$ cat src/rtl/mem_port_arbiter_pkg.sv
// mem_port_arbiter_pkg: shared FSM encodings and default bus widths for the IF/MEM memory arbiter.
package mem_port_arbiter_pkg;

   localparam int DEF_ADDR_W = 32;
   localparam int DEF_DATA_W = 32;

   typedef enum logic [1:0] {
      ARB_IDLE   = 2'd0,
      ARB_BUSY_I = 2'd1,
      ARB_BUSY_D = 2'd2
   } arb_state_t;

   function automatic arb_state_t busy_state(input logic is_d);
      return is_d ? ARB_BUSY_D : ARB_BUSY_I;
   endfunction

endpackage

$ cat src/rtl/mem_port_arbiter_if.sv
// mem_port_arbiter_if: fetch port, data port and memory port of the unified-memory arbiter.
interface mem_port_arbiter_if
   import mem_port_arbiter_pkg::*;
#(
   parameter int ADDR_W = DEF_ADDR_W,
   parameter int DATA_W = DEF_DATA_W
);

   logic              if_req;
   logic [ADDR_W-1:0] if_addr;
   logic              if_ready;
   logic [DATA_W-1:0] if_rdata;
   logic              d_req;
   logic              d_we;
   logic [ADDR_W-1:0] d_addr;
   logic [DATA_W-1:0] d_wdata;
   logic              d_ready;
   logic [DATA_W-1:0] d_rdata;
   logic              mem_req;
   logic              mem_we;
   logic [ADDR_W-1:0] mem_addr;
   logic [DATA_W-1:0] mem_wdata;
   logic              mem_ack;
   logic [DATA_W-1:0] mem_rdata;
   logic              bus_err;

   // slave: the arbiter itself; master: the pipeline stages plus the memory model
   modport slave (
      input  if_req, if_addr, d_req, d_we, d_addr, d_wdata, mem_ack, mem_rdata,
      output if_ready, if_rdata, d_ready, d_rdata, mem_req, mem_we, mem_addr, mem_wdata, bus_err
   );

   modport master (
      output if_req, if_addr, d_req, d_we, d_addr, d_wdata, mem_ack, mem_rdata,
      input  if_ready, if_rdata, d_ready, d_rdata, mem_req, mem_we, mem_addr, mem_wdata, bus_err
   );

endinterface

$ cat src/rtl/mem_port_arbiter_bus_watchdog.sv
// bus_watchdog: counts stalled busy cycles and flags expiry on the TIMEOUT-th one.
module bus_watchdog #(
   parameter int TIMEOUT = 16
) (
   input  logic clk,
   input  logic rst,
   input  logic clear,
   input  logic enable,
   output logic expire
);

   localparam int W = $clog2(TIMEOUT);
   localparam logic [W-1:0] LAST = W'(TIMEOUT - 1);

   logic [W-1:0] wd_cnt;

   assign expire = wd_cnt == LAST;

   always_ff @(posedge clk or posedge rst) begin
      if (rst) wd_cnt <= '0;
      else if (clear) wd_cnt <= '0;
      else if (enable && !expire) wd_cnt <= wd_cnt + 1'b1;
   end

endmodule

$ cat src/rtl/mem_port_arbiter.sv
// mem_port_arbiter: shares one single-port memory between fetch and data, data first with fetch anti-starvation.
module mem_port_arbiter
   import mem_port_arbiter_pkg::*;
#(
   parameter int ADDR_W     = DEF_ADDR_W,
   parameter int DATA_W     = DEF_DATA_W,
   parameter int STARVE_MAX = 4,
   parameter int TIMEOUT    = 16
) (
   input logic clk,
   input logic rst,
   mem_port_arbiter_if.slave bus
);

   localparam int SW = $clog2(STARVE_MAX + 1);
   localparam logic [SW-1:0] S_MAX = SW'(STARVE_MAX);

   arb_state_t        state;
   logic [SW-1:0]     starve_cnt;
   logic              idle;
   logic              expire;
   logic              done;
   logic              grant_d;
   logic              grant_i;
   logic [ADDR_W-1:0] win_addr;
   logic [DATA_W-1:0] win_wdata;

   assign idle      = state == ARB_IDLE;
   assign grant_d   = idle && bus.d_req && !(bus.if_req && starve_cnt == S_MAX);
   assign grant_i   = idle && !grant_d && bus.if_req;
   assign win_addr  = grant_d ? bus.d_addr : bus.if_addr;
   assign win_wdata = grant_d ? bus.d_wdata : '0;

   // an ack in the expiry cycle completes normally; only a silent expiry is an error
   assign done         = !idle && (bus.mem_ack || expire);
   assign bus.if_ready = done && state == ARB_BUSY_I;
   assign bus.d_ready  = done && state == ARB_BUSY_D;
   assign bus.if_rdata = (bus.if_ready && bus.mem_ack) ? bus.mem_rdata : '0;
   assign bus.d_rdata  = (bus.d_ready && bus.mem_ack) ? bus.mem_rdata : '0;

   bus_watchdog #(.TIMEOUT(TIMEOUT)) u_wd (
      .clk   (clk),
      .rst   (rst),
      .clear (idle),
      .enable(!idle && !bus.mem_ack),
      .expire(expire)
   );

   always_ff @(posedge clk or posedge rst) begin
      if (rst) begin
         state         <= ARB_IDLE;
         starve_cnt    <= '0;
         bus.mem_req   <= 1'b0;
         bus.mem_we    <= 1'b0;
         bus.mem_addr  <= '0;
         bus.mem_wdata <= '0;
         bus.bus_err   <= 1'b0;
      end else if (grant_d || grant_i) begin
         state         <= busy_state(grant_d);
         bus.mem_req   <= 1'b1;
         bus.mem_we    <= grant_d && bus.d_we;
         bus.mem_addr  <= win_addr;
         bus.mem_wdata <= win_wdata;
         // a data win only ever counts up while starve_cnt is below S_MAX, so no wrap
         starve_cnt    <= (grant_d && bus.if_req) ? starve_cnt + 1'b1 : '0;
      end else if (done) begin
         state       <= ARB_IDLE;
         bus.mem_req <= 1'b0;
         if (!bus.mem_ack) bus.bus_err <= 1'b1;
      end
   end

endmodule

$ cat src/flat_wrapper.sv
// flat-port wrapper written by rule: the top's interface ports become plain ports
module mem_port_arbiter_flat import mem_port_arbiter_pkg::*;
#(
   parameter int ADDR_W     = DEF_ADDR_W,
   parameter int DATA_W     = DEF_DATA_W,
   parameter int STARVE_MAX = 4,
   parameter int TIMEOUT    = 16
)
  (clk, rst, bus_if_req, bus_if_addr, bus_d_req, bus_d_we, bus_d_addr, bus_d_wdata, bus_mem_ack, bus_mem_rdata, bus_if_ready, bus_if_rdata, bus_d_ready, bus_d_rdata, bus_mem_req, bus_mem_we, bus_mem_addr, bus_mem_wdata, bus_bus_err);
  mem_port_arbiter_if #(.ADDR_W(ADDR_W), .DATA_W(DATA_W)) bus_i ();
  input logic clk;
  input logic rst;
  input wire logic [$bits(bus_i.if_req)-1:0] bus_if_req;
  input wire logic [$bits(bus_i.if_addr)-1:0] bus_if_addr;
  input wire logic [$bits(bus_i.d_req)-1:0] bus_d_req;
  input wire logic [$bits(bus_i.d_we)-1:0] bus_d_we;
  input wire logic [$bits(bus_i.d_addr)-1:0] bus_d_addr;
  input wire logic [$bits(bus_i.d_wdata)-1:0] bus_d_wdata;
  input wire logic [$bits(bus_i.mem_ack)-1:0] bus_mem_ack;
  input wire logic [$bits(bus_i.mem_rdata)-1:0] bus_mem_rdata;
  output wire logic [$bits(bus_i.if_ready)-1:0] bus_if_ready;
  output wire logic [$bits(bus_i.if_rdata)-1:0] bus_if_rdata;
  output wire logic [$bits(bus_i.d_ready)-1:0] bus_d_ready;
  output wire logic [$bits(bus_i.d_rdata)-1:0] bus_d_rdata;
  output wire logic [$bits(bus_i.mem_req)-1:0] bus_mem_req;
  output wire logic [$bits(bus_i.mem_we)-1:0] bus_mem_we;
  output wire logic [$bits(bus_i.mem_addr)-1:0] bus_mem_addr;
  output wire logic [$bits(bus_i.mem_wdata)-1:0] bus_mem_wdata;
  output wire logic [$bits(bus_i.bus_err)-1:0] bus_bus_err;
  assign bus_i.if_req = bus_if_req;
  assign bus_i.if_addr = bus_if_addr;
  assign bus_i.d_req = bus_d_req;
  assign bus_i.d_we = bus_d_we;
  assign bus_i.d_addr = bus_d_addr;
  assign bus_i.d_wdata = bus_d_wdata;
  assign bus_i.mem_ack = bus_mem_ack;
  assign bus_i.mem_rdata = bus_mem_rdata;
  assign bus_if_ready = bus_i.if_ready;
  assign bus_if_rdata = bus_i.if_rdata;
  assign bus_d_ready = bus_i.d_ready;
  assign bus_d_rdata = bus_i.d_rdata;
  assign bus_mem_req = bus_i.mem_req;
  assign bus_mem_we = bus_i.mem_we;
  assign bus_mem_addr = bus_i.mem_addr;
  assign bus_mem_wdata = bus_i.mem_wdata;
  assign bus_bus_err = bus_i.bus_err;
  mem_port_arbiter #(.ADDR_W(ADDR_W), .DATA_W(DATA_W), .STARVE_MAX(STARVE_MAX), .TIMEOUT(TIMEOUT)) u_core (.clk(clk), .rst(rst), .bus(bus_i));
endmodule
$ cat config.mk
export PLATFORM = sky130hd
export DESIGN_NAME = mem_port_arbiter_flat
export DESIGN_NICKNAME = d
export VERILOG_FILES = /design/src/rtl/mem_port_arbiter_pkg.sv /design/src/rtl/mem_port_arbiter_if.sv /design/src/rtl/mem_port_arbiter_bus_watchdog.sv /design/src/rtl/mem_port_arbiter.sv /design/src/flat_wrapper.sv
export SDC_FILE = /design/constraint.sdc
export NUM_CORES = 1
export LEC_CHECK = 0
export CAP_MARGIN = 5
export CORE_ASPECT_RATIO = 0.7
export CORE_MARGIN = 2
export CORE_UTILIZATION = 39
export CTS_CLUSTER_DIAMETER = 200
export CTS_CLUSTER_SIZE = 25
export DETAILED_ROUTE_END_ITERATION = 7
export PLACE_DENSITY = 0.86
export SETUP_SLACK_MARGIN = 0.3
export SLEW_MARGIN = 10
export SYNTH_ARGS = -nofsm -noshare
export SYNTH_HDL_FRONTEND = slang
export SYNTH_SLANG_ARGS = --single-unit
export TNS_END_PERCENT = 1
$ cat constraint.sdc
create_clock -name clk -period 4.3 [get_ports clk]
set_input_delay 0.86 -clock clk [delete_from_list [all_inputs] [get_ports clk]]
set_output_delay 0.86 -clock clk [all_outputs]
set_load 0.005 [all_outputs]
==> out/summary.md, run 1 <==
- number of global-route vias before repair: 3,878
- input/output buffers: 266
- power density over cell area: 531.8 nW/µm²
- fraction of final layout cells with drive strength greater than 1: 4.259%
- total grt overflow: 0
- hold buffer count at cts: 0
- cell taking the most area after synthesis: dfrtp_1
- initial antenna violation count: 0
- combined global-route utilization of all metal layers: 23.55%
- num ports: 267
- die span in y: 88 µm
- net count after synthesis: 522
- n_diodes: 0
- number of hold violations in the final report: 0
- latest clock arrival within the worst-skew pair: 0.32 ns
- outcome: finished clean
- HPWL reported at the end of detailed placement: 9661 µm
- Synth Instances: 385
- dominant register cell in the synthesized netlist: dfrtp_1
- min-delay worst type: flop to flop
- remaining design rule violation count: 0
- quantity of gates resized following cts: 0
- sequential-to-total area share from yosys stat: 48.38%
- Post-CTS Repair Setup Buffers: 0
- post-layout minimum cycle time: 3.789 ns
- CTS H-Tree Depth: 3
- leading cell types by total area after synthesis: dfrtp_1, and2_1, a22o_1
- P_leak: 0.002820 µW
- ordered list of cells on the worst path: clkdlybuf4s50_1 -> and3b_1 -> and2_1 -> clkdlybuf4s50_1
- accumulated negative setup slack: 0 ns
- TritonCTS clock tree: done
- Required @ worst endpoint: 3.44 ns
- die span in x: 124 µm
- first-pass iteration count of the detailed router: 4
- number of endpoints failing setup at the final stage: 0
- number of enable-type register cells in the synthesized netlist: 0
- Root Buffer: clkbuf_16
- max-slew violation total from the final report: 0
- ratio of routed vias to standard cells: 5.287
- worst slew margin relative to its limit: 27.26%
- initial DRC count: 163
- startpoint type of the worst setup path: input port
- Critical Path Slowest Stage Cell: and3b_1
- number of distinct library cells after synthesis: 35
- crit path kind: input port to output port
- largest clock skew in the final design: 0.008372 ns
- multiplexer share of the synthesized area: 0.2546%
- via count: 4,029
- post-synthesis simple-gate area fraction: 13.37%
- endpoint class of the critical path: output port
- xor/xnor cell area share of the yosys netlist: 0.2228%
- number of standard-cell rows in the floorplan: 30
- peak supply drop: 0.2912 mV
- maximum number of pins on one net before global-route repair: 53
- core outline area: 9759 µm²
- Initial Util: 40.28%
- combined area of all synthesized cells: 3931 µm²
- wire length of the first global-routing pass: 20,000 µm
- main combinational cell family by area after synthesis: compound AO/OA/AOI/OAI gates
- peak clock frequency supported by timing: 263.9 MHz
- average size of a mapped cell: 10.21 µm²
- area fraction in compound gates after synthesis: 27.85%
- share of the synthesized area in the top cell type: 48.38%
- max cap viols: 0
- count of state elements after synthesis: 76
- async set-or-reset flop fraction in the synthesized netlist: 100.0%
- fraction of the core area covered by cells at the end of the flow: 70.28%
- Synth top cells by count: dfrtp_1, and2_1, inv_1
- most frequent cell on the critical path: clkdlybuf4s50_1
- Die ar.: 10,910 µm²
- number of clock sinks: 76
- Final period util: 88.13%
- critical path data arrival time: 2.93 ns
- number of nets still failing antenna checks after routing: 0
- detailed-route wire length per cell: 17.21 µm
- area grow syn2layout: 74.47%
- count leader, synth: dfrtp_1
- worst hold slack: 0.4612 ns
- critical path peak fanout: 32
- worst setup margin: 0.5106 ns
- Placement Setup Slack: 0.4584 ns
- clock input transition at the sequential cells of the worst setup and hold paths: 0.05 ns
- adder and majority cell fraction of the synthesized area: 0.9548%
- setup repair after global routing missed its margin: false
- placed instance count: 746
- Total Nets Final: 766
- Worst Max-Slew Pin Slew: 1.091 ns
- Max stage delay on crit path: 0.72 ns
- clock tree buffer depth: 2
- number of buffers added by the clock tree synthesis step: 9
- yosys synthesis warning count: 0
- routability congestion estimate from global placement: 0.7565
- Post-Layout Cell Count: 762
- Detailed Route WL: 13,120 µm
worst paths after layout:
kind                                                start                                    to  slack [ns]  cells after the start
min reg2reg                u_core.bus.bus_err$_DFFE_PP0P_        u_core.bus.bus_err$_DFFE_PP0P_        0.46                      2
max reg2reg                   u_core.state[1]$_DFFE_PP0P_           u_core.state[0]$_DFFE_PP0P_        1.51                      3
max in group asynchronous                             rst  u_core.bus.mem_wdata[19]$_DFFE_PP0P_        2.40                      3
min                        u_core.bus.bus_err$_DFFE_PP0P_        u_core.bus.bus_err$_DFFE_PP0P_        0.46                      2
max                                           bus_mem_ack                       bus_d_rdata[16]        0.51                      4
min in group asynchronous                             rst   u_core.bus.mem_addr[20]$_DFFE_PP0P_        1.03                      2
logic make-up (layout without fill, tap and decap cells):
family,Yosys count,in the layout
flip-flops,76,76
AND/OR/NAND/NOR,83,83
XOR/XNOR,1,1
multiplexers,1,1
AO/OA/AOI/OAI,144,144
buffers and inverters,77,326
adder cells (fa/ha/maj),3,3
routing by layer:
layer,share of wire (%),vias to the layer above,global-route usage (%)
li1,-,1900,-
met1,38,1916,27.75
met2,52,191,42.21
met3,8.1,22,6.185
met4,1.7,0,7.559
met5,0,-,0
flip-flops by register name, summed over array words and instances (netlist names):
| register | flops |
|---|---|
| u_core.bus.mem_addr | 32 |
| u_core.bus.mem_wdata | 32 |
| u_core.u_wd.wd_cnt | 4 |
| u_core.starve_cnt | 3 |
| u_core.state | 2 |
| u_core.bus.bus_err | 1 |
| u_core.bus.mem_req | 1 |
| u_core.bus.mem_we | 1 |
per-stage QoR:
stage / power, µW / cell area (µm²)
finish: 3648 / 6859
global route: 3885 / 6859
CTS: 3679 / 6858
detailed placement: 2981 / 6586
global placement: 2913 / 6586
floorplan: 1993 / 3931
critical path: cells and delay by family:
kind	cells	cell delay, ns
buffers and inverters	2	1.09
and+or+nand+nor	2	0.96
area by class of cell:
| class | instances | area (µm²) |
|---|---|---|
| Inverter | 39 | 147.6 |
| Tap cell | 128 | 160.2 |
| Sequential cell | 76 | 1902 |
| Clock buffer | 12 | 246.5 |
| Timing Repair Buffer | 271 | 2700 |
| Fill cell | 752 | 2900 |
| Multi-Input combinational cell | 232 | 1678 |
| Clock inverter | 4 | 25.02 |
where the power goes:
group / switching (µW) / total [µW] / leakage, µW / internal [µW]
clock network: 283 / 688 / 0.000129 / 405
registers: 192 / 1220 / 0.000956 / 1030
logic: 719 / 1740 / 0.00174 / 1020
cell usage in the layout (no fill, tap or decap), types with 2 or more instances in the layout:
master	count
o31ai_1	3
clkinv_2	3
o21ai_0	30
dfrtp_1	76
nand2_1	3
a22o_1	33
o211ai_1	32
and3b_1	2
buf_4	5
nand3_1	2
ha_1	3
nor3b_1	2
nor2_1	2
a32o_1	3
clkbuf_1	2
and2_1	64
clkinvlp_4	2
o41ai_1	2
clkdlybuf4s50_1	266
inv_1	37
o2111ai_1	32
nor2_4	2
clkbuf_16	9
nand2b_1	2
o21ai_1	5
No activity file was read; power rests on OpenSTA's default activity.
==> run 2: changes to the inputs <==
--- a/config.mk
+++ b/config.mk
@@ -8,11 +8,12 @@
 export CAP_MARGIN = 5
 export CORE_ASPECT_RATIO = 0.7
 export CORE_MARGIN = 2
-export CORE_UTILIZATION = 39
+export CORE_UTILIZATION = 36
 export CTS_CLUSTER_DIAMETER = 200
 export CTS_CLUSTER_SIZE = 25
 export DETAILED_ROUTE_END_ITERATION = 7
-export PLACE_DENSITY = 0.86
+export HOLD_SLACK_MARGIN = 0.06
+export PLACE_DENSITY = 0.8
 export SETUP_SLACK_MARGIN = 0.3
 export SLEW_MARGIN = 10
 export SYNTH_ARGS = -nofsm -noshare
==> constraint.sdc (replaced) <==
create_clock -name clk -period 4 [get_ports clk]
set_input_delay 0.8 -clock clk [delete_from_list [all_inputs] [get_ports clk]]
set_output_delay 0.8 -clock clk [all_outputs]
set_load 0.005 [all_outputs]
==> run 2 against run 1 <==
Net effect:
- clock power increased by 16%
- non-clock buffer count increased by 3
- cell area increased by 0.97%
- critical endpoint is now bus_if_rdata[30]
- sequential share of layout area decreased by 0.27 points
- combinational power increased by 9%
- total power increased by 9.7%
- flip-flop and latch count unchanged
- first-iteration DRC count decreased by 37%
==> out/summary.md, run 2 (synthesis gave the netlist of run 1 again) <==
- depth of the critical timing path with buffers and inverters included: 5
- number of hold violations in the final report: 0
- Placement Setup Slack: 0.6734 ns
- endpoint class of the critical path: output port
- worst setup margin: 0.6777 ns
- Sequential cell area: 1902 µm²
- largest registers ranked by flip-flop count: u_core.bus.mem_addr: 32 flops, u_core.bus.mem_wdata: 32 flops, u_core.u_wd.wd_cnt: 4 flops
- CTS H-Tree Depth: 3
- fraction of the core area covered by cells at the end of the flow: 66.13%
- reg2reg path depth: 3
- Post-Layout Cell Count: 768
- worst slew margin relative to its limit: 21.61%
- reg2reg setup slack: 1.94 ns
- Final period util: 83.06%
- power density over cell area: 577.6 nW/µm²
- total grt overflow: 0
- die span in x: 128.9 µm
- initial DRC count: 102
- combined global-route utilization of all metal layers: 23.20%
- most frequent cell on the critical path: clkdlybuf4s50_1
- Root Buffer: clkbuf_16
- ratio of routed vias to standard cells: 5.263
- TritonCTS clock tree: done
- initial antenna violation count: 0
- critical path data arrival time: 2.52 ns
- number of global-route vias before repair: 4,098
- startpoint type of the worst setup path: input port
- Required @ worst endpoint: 3.20 ns
- clock input transition at the sequential cells of the worst setup and hold paths: 0.06 ns
- Worst Max-Slew Pin Slew: 1.176 ns
- number of buffers and inverters on the critical path: 3
- min-delay worst type: flop to flop
- peak supply drop: 0.2761 mV
- P_leak: 0.002857 µW
- routability congestion estimate from global placement: 0.9560
- most used cells in the layout excluding fill and tap cells: clkdlybuf4s50_1, dfrtp_1, and2_1
- max-slew violation total from the final report: 0
- via count: 4,042
- maximum number of pins on one net before global-route repair: 61
- end of the worst register-to-register path: u_core.starve_cnt[2]$_DFFE_PP0P_
- number of buffers added by the clock tree synthesis step: 9
- accumulated negative setup slack: 0 ns
- crit path kind: input port to output port
- HPWL reported at the end of detailed placement: 9880 µm
- first-pass iteration count of the detailed router: 4
- quantity of gates resized following cts: 0
- critical path endpoint: bus_if_rdata[30]
- placed instance count: 752
- input/output buffers: 266
- Detailed Route WL: 13,570 µm
- Filler Cells Inserted: 791
- Initial Util: 37.54%
- core outline area: 10,470 µm²
- leading cell type in the layout, fill and taps excluded: clkdlybuf4s50_1
- largest clock skew in the final design: 0.008192 ns
- wire length of the first global-routing pass: 21,780 µm
- number of nets still failing antenna checks after routing: 0
- Setup crit start: bus_mem_ack
- clock tree buffer depth: 2
- post-layout minimum cycle time: 3.322 ns
- ordered list of cells on the worst path: clkdlybuf4s50_1 -> and3b_1 -> buf_4 -> and2_1 -> clkdlybuf4s50_1
- number of standard-cell rows in the floorplan: 31
- remaining design rule violation count: 0
- total power consumption of the routed design: 4000 µW
- latest clock arrival within the worst-skew pair: 0.32 ns
- num ports: 267
- outcome: finished clean
- number of endpoints failing setup at the final stage: 0
- total area of multi-input combinational cells: 1677 µm²
- gate family responsible for the most delay along the worst path: buffers and inverters
- Max stage delay on crit path: 0.60 ns
- detailed-route wire length per cell: 17.66 µm
- max cap viols: 0
- Total Nets Final: 769
- Post-CTS Repair Setup Buffers: 0
- n_diodes: 0
- area grow syn2layout: 76.16%
- hold buffer count at cts: 0
- Critical Path Slowest Stage Cell: clkdlybuf4s50_1
- peak clock frequency supported by timing: 301.0 MHz
- startpoint of the worst register-to-register path: u_core.state[1]$_DFFE_PP0P_
- setup repair after global routing missed its margin: false
- fraction of final layout cells with drive strength greater than 1: 4.717%
- die span in y: 91.43 µm
- Die ar.: 11,790 µm²
- critical path peak fanout: 32
- number of clock sinks: 76
==> run 2: cell count changes in the layout (fill, tap and decap cells not counted) <==
| cell | before | now |
|---|---|---|
| clkinvlp_4 | 2 | 1 |
| clkbuf_1 | 2 | 0 |
| buf_4 | 5 | 7 |
| buf_16 | 0 | 1 |
| and2_2 | 1 | 0 |
| and2_1 | 64 | 65 |
| clkinv_2 | 3 | 4 |
| bufinv_16 | 0 | 1 |
==> run 2: power by group <==
part | total [µW] | switching [µW] | internal (µW) | leakage [µW]
clock network | 796 | 303 | 493 | 0.000144
logic | 1900 | 785 | 1120 | 0.00176
registers | 1300 | 202 | 1100 | 0.000956
total | 4000 | 1290 | 2710 | 0.00286
==> run 2: how the worst min path moves through the flow <==
| stage | from | to | cells past startpoint |
|---|---|---|---|
| final | u_core.bus.bus_err$_DFFE_PP0P_ | u_core.bus.bus_err$_DFFE_PP0P_ | 2 |
| after CTS | u_core.bus.bus_err$_DFFE_PP0P_ | u_core.bus.bus_err$_DFFE_PP0P_ | 2 |
| after detailed placement | u_core.bus.bus_err$_DFFE_PP0P_ | u_core.bus.bus_err$_DFFE_PP0P_ | 2 |
| after floorplan | u_core.bus.bus_err$_DFFE_PP0P_ | u_core.bus.bus_err$_DFFE_PP0P_ | 2 |
| after global placement | u_core.bus.bus_err$_DFFE_PP0P_ | u_core.bus.bus_err$_DFFE_PP0P_ | 2 |
| after global routing | u_core.bus.mem_wdata[4]$_DFFE_PP0P_ | u_core.bus.mem_wdata[4]$_DFFE_PP0P_ | 1 |
==> run 2: cell type report <==
type | instances | share of cell area, %
inverters | 39 | 2.132
multi-input cells | 232 | 24.21
repair buffers | 274 | 39.60
flip-flops and latches | 76 | 27.46
clock buffers | 10 | 3.451
well taps | 132 | 2.385
clock inverters | 5 | 0.7588
==> run 2: worst reg2reg max path: stages, from the launching register on <==
cell and delay [ns]:
dfrtp_1 0.51, or2_1 0.94, o31ai_1 0.21, a32o_1 0.30
==> run 2: metrics by stage <==
step | instance area [µm²] | hold WS [ns]
4_1_cts | 6898 | 0.5002
5_1_grt | 6925 | 0.5190
3_5_place_dp | 6606 | 0.4863
3_3_place_gp | 6606 | 0.4539
6_report | 6925 | 0.4865
2_1_floorplan | 3931 | 0.4596
==> run 2: per-layer routing <==
metal,part of all wire (%),vias to the layer above,wire [µm],global-route usage (%)
met5,0,-,0,0
met4,2.1,0,286,5.797
met3,7.0,20,947,6.659
met2,52,180,7018,41.27
met1,39,1951,5313,27.45
li1,-,1891,-,-
==> run 3: changes to the inputs <==
--- a/config.mk
+++ b/config.mk
@@ -8,12 +8,12 @@
 export CAP_MARGIN = 5
 export CORE_ASPECT_RATIO = 0.7
 export CORE_MARGIN = 2
-export CORE_UTILIZATION = 36
+export CORE_UTILIZATION = 32
 export CTS_CLUSTER_DIAMETER = 200
 export CTS_CLUSTER_SIZE = 25
 export DETAILED_ROUTE_END_ITERATION = 7
 export HOLD_SLACK_MARGIN = 0.06
-export PLACE_DENSITY = 0.8
+export PLACE_DENSITY = 0.76
 export SETUP_SLACK_MARGIN = 0.3
 export SLEW_MARGIN = 10
 export SYNTH_ARGS = -nofsm -noshare
==> constraint.sdc (replaced) <==
create_clock -name clk -period 2.9 [get_ports clk]
set_input_delay 0.58 -clock clk [delete_from_list [all_inputs] [get_ports clk]]
set_output_delay 0.58 -clock clk [all_outputs]
set_load 0.005 [all_outputs]
==> run 3 against run 2 <==
Net effect:
- flip-flop and latch count unchanged
- combinational power up 42%
- via count decreased by 0.35%
- worst hold slack got worse by 0.016 ns
- clock power is 53% higher
- core utilization fell by 6.3 points
- worst setup slack worse by 0.31 ns
- wire length down 1.1%
- non-clock buffer count is 7 higher
- first-iteration DRC count grew 86%
- critical path type is now flop to output port
==> out/summary.md, run 3 (synthesis gave the netlist of run 1 again) <==
- critical path data arrival time: 1.95 ns
- Total Nets Final: 776
- Placement Cell Area: 6705 µm²
- largest registers ranked by flip-flop count: u_core.bus.mem_addr: 32 flops, u_core.bus.mem_wdata: 32 flops, u_core.u_wd.wd_cnt: 4 flops
- ratio of routed vias to standard cells: 5.029
- worst slew margin relative to its limit: 25.64%
- P_leak: 0.002934 µW
- hold buffer count at cts: 0
- die span in x: 136.5 µm
- reg2reg path depth: 3
- clock input transition at the sequential cells of the worst setup and hold paths: 0.06 ns
- max-slew violation total from the final report: 0
- area grow syn2layout: 80.46%
- detailed-route wire length per cell: 16.75 µm
- number of buffers added by the clock tree synthesis step: 9
- Hold EP: u_core.bus.bus_err$_DFFE_PP0P_
- min-delay worst type: flop to flop
- Initial Util: 33.17%
- initial DRC count: 190
- die span in y: 96.74 µm
- Clk pwr share: 21.4%
- design internal power: 3907 µW
- max cap viols: 0
- cell area after layout: 7094 µm²
- startpoint of the worst register-to-register path: u_core.state[1]$_DFFE_PP0P_
- number of endpoints failing setup at the final stage: 0
- crit path kind: flop to output port
- wire length of the first global-routing pass: 21,700 µm
- Worst Max-Slew Pin Slew: 1.115 ns
- instance count along the most critical hold path: 2
- startpoint type of the worst setup path: flop
- number of nets still failing antenna checks after routing: 0
- Post-Layout Cell Count: 801
- outcome: finished clean
- net switching power of the design: 1809 µW
- endpoint class of the critical path: output port
- accumulated negative setup slack: 0 ns
- post-layout minimum cycle time: 2.535 ns
- total power consumption of the routed design: 5716 µW
- routability congestion estimate from global placement: 0.8963
- number of clock sinks: 76
- num ports: 267
- Final period util: 87.41%
- Die ar.: 13,200 µm²
- latest clock arrival within the worst-skew pair: 0.33 ns
- TritonCTS clock tree: done
- Detailed Route WL: 13,420 µm
- initial antenna violation count: 1
- clock tree buffer depth: 2
- first-pass iteration count of the detailed router: 4
- core outline area: 11,850 µm²
- critical path peak fanout: 16
- CTS H-Tree Depth: 3
- Required @ worst endpoint: 2.32 ns
- peak clock frequency supported by timing: 394.5 MHz
- number of global-route vias before repair: 4,159
- leading cell type in the layout, fill and taps excluded: clkdlybuf4s50_1
- number of hold violations in the final report: 0
- most used cells in the layout excluding fill and tap cells: clkdlybuf4s50_1, dfrtp_1, and2_1
- Comb power frac: 47.0%
- HPWL reported at the end of detailed placement: 9888 µm
- setup repair after global routing missed its margin: true
- fraction of the core area covered by cells at the end of the flow: 59.87%
- hold path start: u_core.bus.bus_err$_DFFE_PP0P_
- Root Buffer: clkbuf_16
- peak supply drop: 0.4681 mV
- end of the worst register-to-register path: u_core.starve_cnt[2]$_DFFE_PP0P_
- placed instance count: 781
- switching share of total power: 31.65%
- total grt overflow: 0
- input/output buffers: 266
- remaining design rule violation count: 0
- via count: 4,028
- sequential share of power: 31.6%
- combined global-route utilization of all metal layers: 20.61%
- maximum number of pins on one net before global-route repair: 44
- largest clock skew in the final design: 0.01008 ns
- power density over cell area: 805.7 nW/µm²
- reg2reg setup slack: 0.97 ns
- number of standard-cell rows in the floorplan: 33
- fraction of final layout cells with drive strength greater than 1: 6.532%
run 3: routing by layer:
metal / GRT usage (%) / share of wire (%) / vias up
li1: - / - / 1921
met1: 24.94 / 40 / 1913
met2: 35.35 / 50 / 175
met3: 6.080 / 7.7 / 19
met4: 5.929 / 2.1 / 0
met5: 0 / 0 / -
run 3: area by class of cell:
type | instances | area, µm²
Timing Repair Buffer | 281 | 2839
Fill cell | 976 | 4756
Antenna cell | 1 | 2.502
Sequential cell | 76 | 1904
Clock buffer | 10 | 239.0
Tap cell | 157 | 196.4
Inverter | 39 | 147.6
Multi-Input combinational cell | 232 | 1680
Clock inverter | 5 | 85.08
run 3: worst max path at each step:
stage,start,end,slack (ns),depth (start not counted)
final,u_core.state[0]$_DFFE_PP0P_,bus_d_rdata[28],0.37,4
after global routing,u_core.state[0]$_DFFE_PP0P_,bus_d_rdata[28],0.28,4
after CTS,u_core.state[0]$_DFFE_PP0P_,bus_d_rdata[3],0.32,4
after detailed placement,bus_mem_ack,bus_d_rdata[9],0.20,5
after global placement,bus_mem_ack,bus_d_rdata[7],0.24,5
after floorplan,rst,u_core.bus.bus_err$_DFFE_PP0P_,0.38,1
run 3: timing repair:
| item | 4_1_cts | 5_1_grt |
|---|---|---|
| resized for setup | 5 | 1 |
| cloned | 1 | 0 |
| setup buffers | 0 | 3 |
| setup endpoints to repair | 66 | 16 |
run 3: power groups by stage:
stage	clock network [µW]	registers [µW]	logic, µW
global route	1300	1860	2940
global placement	0	1800	2600
detailed placement	0	1810	2650
CTS	1250	1800	2700
finish	1220	1810	2690
floorplan	0	1810	1150
run 3: worst max-delay path: stages, from the launching register on:
cell             delay [ns]
dfrtp_2                0.46
and3b_2                0.27
bufbuf_16              0.27
and2_1                 0.13
clkdlybuf4s50_1        0.51
run 3: stage by stage:
stage | setup slack [ns] | hold slack [ns]
after global placement | 0.2429 | 0.4495
after floorplan | 0.3817 | 0.4596
after global routing | 0.2814 | 0.5019
after detailed placement | 0.2004 | 0.4596
after CTS | 0.3158 | 0.4742
final | 0.3650 | 0.4709
